`src/rtl/pkg_mult.sv`:
```
// Shared types and constants for the sequential shift-add multiplier.
// DW sets the operand width and hence the number of calculate steps.
package pkg_mult;

    localparam int DW = 8;
    localparam int CW = $clog2(DW + 1);

    typedef enum logic [1:0] {
        IDLE,
        LOAD,
        CALC,
        DONE
    } state_t;

    typedef logic [CW-1:0] count_t;

endpackage

```
`src/rtl/start_edge.sv`:
```
// Rising-edge one-shot for the start button.
// The history register resets high, so a button held through reset is ignored.
module start_edge (
    input  logic clk,
    input  logic rst,
    input  logic i_sig,
    output logic o_pulse
);

    logic r_prev;

    always_ff @(posedge clk) begin
        if (rst) begin
            r_prev <= 1'b1;
        end else begin
            r_prev <= i_sig;
        end
    end

    assign o_pulse = i_sig & ~r_prev;

endmodule

```
`src/rtl/mult_ctrl.sv`:
```
// Control FSM for the shift-add multiplier: one load pulse, DW calc steps, then stop.
// Define MULT_START_EDGE_EN to start on a rising edge of i_start instead of its level.
module mult_ctrl #(
    parameter  int DW = pkg_mult::DW,
    localparam int CW = $clog2(DW + 1)
) (
    input  logic          clk,
    input  logic          rst,
    input  logic          i_start,
    input  logic          i_clear,
    output logic          o_load,
    output logic          o_calc_en,
    output logic [CW-1:0] o_count,
    output logic          o_busy,
    output logic          o_stop
);

    import pkg_mult::*;

    localparam logic [CW-1:0] LAST = CW'(DW - 1);

    logic          w_start;
    state_t        r_state;
    logic [CW-1:0] r_count;
    logic          r_load;
    logic          r_calc_en;
    logic          r_busy;
    logic          r_stop;

`ifdef MULT_START_EDGE_EN
    start_edge u_start_edge (
        .clk     (clk),
        .rst     (rst),
        .i_sig   (i_start),
        .o_pulse (w_start)
    );
`else
    assign w_start = i_start;
`endif

    // Outputs are registered alongside the state they belong to.
    always_ff @(posedge clk) begin
        if (rst || i_clear) begin
            r_state   <= IDLE;
            r_count   <= '0;
            r_load    <= 1'b0;
            r_calc_en <= 1'b0;
            r_busy    <= 1'b0;
            r_stop    <= 1'b0;
        end else begin
            unique case (r_state)
                IDLE, DONE: begin
                    if (w_start) begin
                        r_state <= LOAD;
                        r_load  <= 1'b1;
                        r_busy  <= 1'b1;
                        r_stop  <= 1'b0;
                    end
                end
                LOAD: begin
                    r_state   <= CALC;
                    r_count   <= '0;
                    r_load    <= 1'b0;
                    r_calc_en <= 1'b1;
                end
                CALC: begin
                    if (r_count == LAST) begin
                        r_state   <= DONE;
                        r_count   <= '0;
                        r_calc_en <= 1'b0;
                        r_busy    <= 1'b0;
                        r_stop    <= 1'b1;
                    end else begin
                        r_count <= r_count + 1'b1;
                    end
                end
                default: begin
                    r_state <= IDLE;
                end
            endcase
        end
    end

    assign o_load    = r_load;
    assign o_calc_en = r_calc_en;
    assign o_count   = r_count;
    assign o_busy    = r_busy;
    assign o_stop    = r_stop;

endmodule

```
`config.mk`:
```
export PLATFORM = sky130hd
export DESIGN_NAME = mult_ctrl
export DESIGN_NICKNAME = d
export VERILOG_FILES = /design/src/rtl/pkg_mult.sv /design/src/rtl/start_edge.sv /design/src/rtl/mult_ctrl.sv
export SDC_FILE = /design/constraint.sdc
export NUM_CORES = 1
export LEC_CHECK = 0
export CAP_MARGIN = 5
export CORE_MARGIN = 2
export CORE_UTILIZATION = 40
export CTS_CLUSTER_SIZE = 40
export DETAILED_ROUTE_END_ITERATION = 6
export HOLD_SLACK_MARGIN = 0.06
export PLACE_DENSITY = 0.66
export REMOVE_ABC_BUFFERS = 1
export SYNTH_ARGS = -nofsm -noshare
export SYNTH_HDL_FRONTEND = slang
export SYNTH_SLANG_ARGS = --single-unit
```
`constraint.sdc`:
```
create_clock -name clk -period 1.7 [get_ports clk]
set_input_delay 0.51 -clock clk [delete_from_list [all_inputs] [get_ports clk]]
set_output_delay 0.51 -clock clk [all_outputs]
set_load 0.05 [all_outputs]
```
==> results.txt, run 1 <==
Share of layout cells above drive strength 1 -> 24.7%
Static power due to leakage -> 0.345 nW
Leading cell types in the layout, fill and taps excluded -> dfxtp_1 (10), buf_12 (8), a21oi_1 (7)
Post-synthesis sequential area ratio -> 37.9%
Launch instance of the worst register-to-register path -> r_state[0]$_SDFFE_PP0P_
Ordered cell list for the critical path -> inv_1 > ha_1 > buf_4 > nand4b_1 > xor2_1 > nor3_1
Seq cells post-synth -> 10
Top Ports -> 12
Number of buffers inserted for hold repair after clock tree synthesis -> 0
Skew-Pair Late Insertion Delay -> 0.27 ns
Number of hold-slack violations in the final timing report -> 0
Leading cell types by total area after synthesis -> dfxtp_1 (38%), ha_1 (9.5%), a21oi_1 (6.6%), nor2b_1 (4.7%), nand3b_4 (3.8%)
Routed vias/inst -> 5.26
Via total after detailed routing -> 484
Number of global-route vias before repair -> 465
Setup Total Neg Slack -> 0 ns
Initial cell density of the core -> 41.6%
Number of pins exceeding their max-slew limit in the final report -> 0
Maximum number of pins on one net before global-route repair -> 11
H-tree lvl count -> 1
Ys Warns -> 0
DR WL/cell -> 11.1 um
Total track usage -> 17.7%
Reg2reg setup slack -> 0.16 ns
Crit path time final -> 1.54 ns
Horizontal die dimension -> 40.3 um
Post-synth cell types -> 24
Peak fanout along the critical path -> 8
Final setup violation count -> 0
Critical Path End -> o_count[3]$_SDFFE_PP0P_
Count of cells along the worst register-to-register path -> 6
Wire length of the first global-routing pass -> 1930 um
Worst Clk Skew -> 0.00201 ns
Y dimension of the die -> 40.3 um
Synth Area per Inst -> 8.80 um2
Register clock-pin slew on the reported worst setup and hold paths -> 0.06 ns
Root Buffer -> clkbuf_4
Slew at the pin closest to its max-slew limit -> 0.344 ns
Part of the cycle the worst path needs -> 90.6%
Critical register-to-register path endpoint -> o_count[3]$_SDFFE_PP0P_
Endpoint arrival time on the critical path -> 1.73 ns
Largest vdd supply drop -> 639 uV
Predominant post-synthesis flop cell -> dfxtp_1
Most common cell after layout, fill and taps aside -> dfxtp_1
Critical path startpoint category -> flip-flop
Total of cells resized after clock tree synthesis -> 0
CP Data Required Time -> 1.89 ns
Remaining max-slew budget at the tightest pin -> 77.1%
CP peak stage delay -> 0.36 ns
Number of antenna violations at the first check in global routing -> 0
Deepest clock path buffer count -> 2
Power density over the cells -> 711 nW/um2
Clock sink count -> 10
Number of DRC markers after the initial detailed-route iteration -> 10
Final RePlAce weighted congestion -> 0.737
Area inside the core boundary -> 1270 um2
Area delta synth->final -> 50.9%
Setup Crit Path Kind -> flip-flop to flip-flop
Post-synth EDFFs -> 0
Total Power -> 0.567 mW
Hold wc startpoint -> o_busy$_SDFFE_PP0P_
Detailed-placement wirelength estimate -> 770 um
Number of diodes -> 0
Setup repair after global routing missed its margin -> no
Clock buffers created by TritonCTS -> 3
Share of synthesized registers carrying an async set or reset -> 0%
Area share of the largest cell type after synthesis -> 37.9%
Crit path from -> r_state[0]$_SDFFE_PP0P_
Final #Nets -> 86
Clock tree from TritonCTS -> done
Overall routed net length -> 1020 um
Max-capacitance violation count -> 0
Number of iterations in the first detailed-routing pass -> 4
Area enclosed by the die boundary -> 1630 um2
Number of routed nets with antenna violations -> 0
DRC Markers -> 0
Number of standard cells after synthesis -> 60
Cell area after synthesis -> 528 um2
Post-CTS setup buffer count -> 0
Fmax achieved -> 649 MHz
Congestion Overflow GR -> 0
Hold Path Class -> flip-flop to flip-flop
Outcome -> complete, no violations
Port Buffer Count -> 11
Endpoint type of the worst setup path -> flip-flop
Critical-path top delay cell -> ha_1
Core Rows -> 13
Cell type with the highest aggregate area in the netlist -> dfxtp_1
## how the worst min path moves through the flow
| stage | endpoint | slack [ns] | cells past startpoint |
|---|---|---|---|
| finish | o_busy$_SDFFE_PP0P_ | 0.50 | 2 |
| global route | o_busy$_SDFFE_PP0P_ | 0.55 | 2 |
| CTS | o_busy$_SDFFE_PP0P_ | 0.51 | 2 |
| detailed placement | o_busy$_SDFFE_PP0P_ | 0.50 | 2 |
| global placement | o_busy$_SDFFE_PP0P_ | 0.49 | 2 |
| floorplan | r_state[0]$_SDFFE_PP0P_ | 0.48 | 2 |
## power by group
part / switching [mW] / total, mW / internal (mW)
Combinational: 0.0513 / 0.103 / 0.0522
Clock: 0.0856 / 0.216 / 0.130
Sequential: 0.00605 / 0.247 / 0.241
## flip-flops by register name, indices dropped and copies added, names as in the netlist
name	count
o_busy	1
o_calc_en	1
o_count	4
o_load	1
o_stop	1
r_state	2
## routing by layer
metal	share of wire, %	GRT usage (%)	vias up
li1	-	-	245
met1	44	21.7	220
met2	46	28.2	14
met3	6.2	3.89	5
met4	3.0	10.0	0
met5	0	0	-
## critical path, delay by kind of cell, from the launching register on
family | cells | cell delay (ns)
buf+inv | 2 | 0.25
simple gates | 2 | 0.34
xor+xnor | 1 | 0.17
fa+ha+maj | 1 | 0.36
flops | 1 | 0.35
## through the flow
step	std cells	worst slack, ns	instance area, um2	hold WS (ns)	utilization (%)
final	92	0.159	797	0.502	62.8
after global routing	92	0.0446	797	0.552	62.8
after CTS	92	0.131	797	0.508	62.8
after detailed placement	88	0.0324	761	0.497	60.0
after global placement	88	0.0532	761	0.493	60.0
after floorplan	57	0.0264	514	0.485	-
## cells in the mapped netlist (2+ instances only)
cell type	instances
o21ai_0	3
dfxtp_1	10
nand2_1	3
buf_2	2
nand4b_1	2
nor2_1	4
ha_1	4
nor2b_1	4
a21oi_1	7
nor3_1	2
nand3_1	3
inv_1	4
## layout make-up
class / instances / area, um2
Timing Repair Buffer: 16 / 228
Multi-Input combinational cell: 43 / 299
Clock buffer: 4 / 36.3
Sequential cell: 10 / 200
Inverter: 4 / 15.0
Fill cell: 106 / 472
Tap cell: 15 / 18.8
## kinds of logic after synthesis
family                   Yosys count  share of synthesized area (%)
XOR/XNOR                           1                           1.66
AND/OR/NAND/NOR                   22                           26.3
flip-flops                        10                           37.9
adder cells (fa/ha/maj)            4                           9.48
buffers and inverters              7                           5.45
AO/OA/AOI/OAI                     16                           19.2
No activity file was read; power rests on OpenSTA's default activity.
==> run 2: changes to the inputs <==
--- a/config.mk
+++ b/config.mk
@@ -15,4 +15,5 @@
 export REMOVE_ABC_BUFFERS = 1
 export SYNTH_ARGS = -nofsm -noshare
 export SYNTH_HDL_FRONTEND = slang
+export SYNTH_HIERARCHICAL = 1
 export SYNTH_SLANG_ARGS = --single-unit
==> results of run 2 <==
Final layout, timing and power as in run 1 (identical DEF).
Main changes from that run: Yosys warning count 0 -> 6
==> edit, RTL diff (settings of run 2) <==
The option `MULT_START_EDGE_EN` is turned on by a define.
--- a/src/rtl/mult_ctrl.sv
+++ b/src/rtl/mult_ctrl.sv
@@ -1,5 +1,7 @@
 // Control FSM for the shift-add multiplier: one load pulse, DW calc steps, then stop.
 // Define MULT_START_EDGE_EN to start on a rising edge of i_start instead of its level.
+`define MULT_START_EDGE_EN
+
 module mult_ctrl #(
     parameter  int DW = pkg_mult::DW,
     localparam int CW = $clog2(DW + 1)
Behaviour: not the same (Yosys sat finds a counterexample within 4 cycles, from zero or initial values and one cycle with rst high).
==> edit against run 2 <==
  * Sequential cell count increased by 1
  * Register-to-register slack better by 0.04 ns
  * Final cell count rose by 3.3%
  * Clock power fell by 19%
  * Area after synthesis is 6.2% higher
  * Synthesized cell count increased by 5.0%
  * Setup slack got worse by 0.024 ns
  * Cell area increased by 2.8%
  * Sequential power increased by 8.5%
  * Routed wire length up 11%
  * Total power down 8.6%
  * First-iteration DRC count grew 10%
  * Count of clock-buffer cells in the layout unchanged
  * Critical path type is now in2reg
  * Critical endpoint is now r_state[0]
  * Largest cell class unchanged
  * Largest power group unchanged
==> edit: results (changes against run 2) <==
metric	value	unit	change
dpl.hpwl	864	um	+12%
synthTopCellsByArea	dfxtp_1 (39%), ha_1 (8.9%), a21oi_1 (6.3%)		
place_inst	91		+3.4%
wl	1.13	mm	+11%
switchingPower	125	uW	-13%
maxSlewHeadroom	0.770		-0.00132
leakagePower	0.000346	uW	about the same
vias	510		+5.4%
met3_length	57	um	-9.5%
top_layer	met3		
comb_power_share	0.147		-0.036
wl_met2	568	um	+21%
crit_type	in2reg		
critPathMaxFanout	4		-4
grt_usage	0.149		-0.0282
netlist_instances	63		+5.0%
synth_common_cells	dfxtp_1 (11), a21oi_1 (7), nor2b_1 (5)		
m1WireLength	499	um	+10%
dpl_worst_slack	-0.144	ns	-0.177 ns
grt_pass1_vias	479		+3.0%
drt_iter0_markers	11		+1
status	complete, no violations		
powerComb	76.1	uW	-26%
vias_per_cell	5.37		+2.0%
post-route-period-util	0.921		+0.0143
ff2ff_setup_slack	0.20	ns	+0.04 ns
post_dp_cell_area	793	um2	+4.3%
layout.nets	89		+3.5%
finClkSkew	0.00825	ns	+0.00624 ns
grt_pass1_wl	2.01	mm	+4.2%
p_clk_frac	0.336		-0.045
edit: changes by cell type in the layout (fill, tap and decap cells not counted):
cell / before / now
dfxtp_1: 10 / 11
clkbuf_8: 1 / 0
nor2b_1: 4 / 5
or2_1: 1 / 2
clkbuf_1: 0 / 1
edit: area by class of cell:
class | instances | area [um2]
Fill cell | 116 | 482
Clock buffer | 4 | 26.3
Timing Repair Buffer | 16 | 228
Inverter | 4 | 15.0
Tap cell | 15 | 18.8
Sequential cell | 11 | 220
Multi-Input combinational cell | 45 | 312
edit: routing by layer:
| layer | vias up | global-route usage |
|---|---|---|
| li1 | 255 | - |
| met3 | 0 | 0.0783 |
| met1 | 245 | 0.188 |
| met2 | 10 | 0.231 |
| met5 | - | 0 |
| met4 | 0 | 0.0194 |
edit: worst max-delay path, stage by stage:
cell and delay (ns):
clkdlybuf4s50_1 0.46, nor2b_1 0.23, nor2b_1 0.09, a2111o_1 0.38, o31ai_1 0.07
edit: kinds of logic (layout without fill, tap and decap cells):
| logic type | Yosys count | count (layout) | synth area share |
|---|---|---|---|
| buffers and inverters | 7 | 24 | 0.0513 |
| flip-flops | 11 | 11 | 0.393 |
| AO/OA/AOI/OAI | 16 | 16 | 0.181 |
| AND/OR/NAND/NOR | 24 | 24 | 0.270 |
| adder cells (fa/ha/maj) | 4 | 4 | 0.0893 |
| XOR/XNOR | 1 | 1 | 0.0156 |
edit: worst min-delay path by stage:
stage | end | slack, ns
finish | o_busy | 0.52
global placement | o_busy | 0.49
global route | o_stop | 0.54
detailed placement | o_load | 0.51
CTS | o_stop | 0.52
floorplan | r_state[0] | 0.48
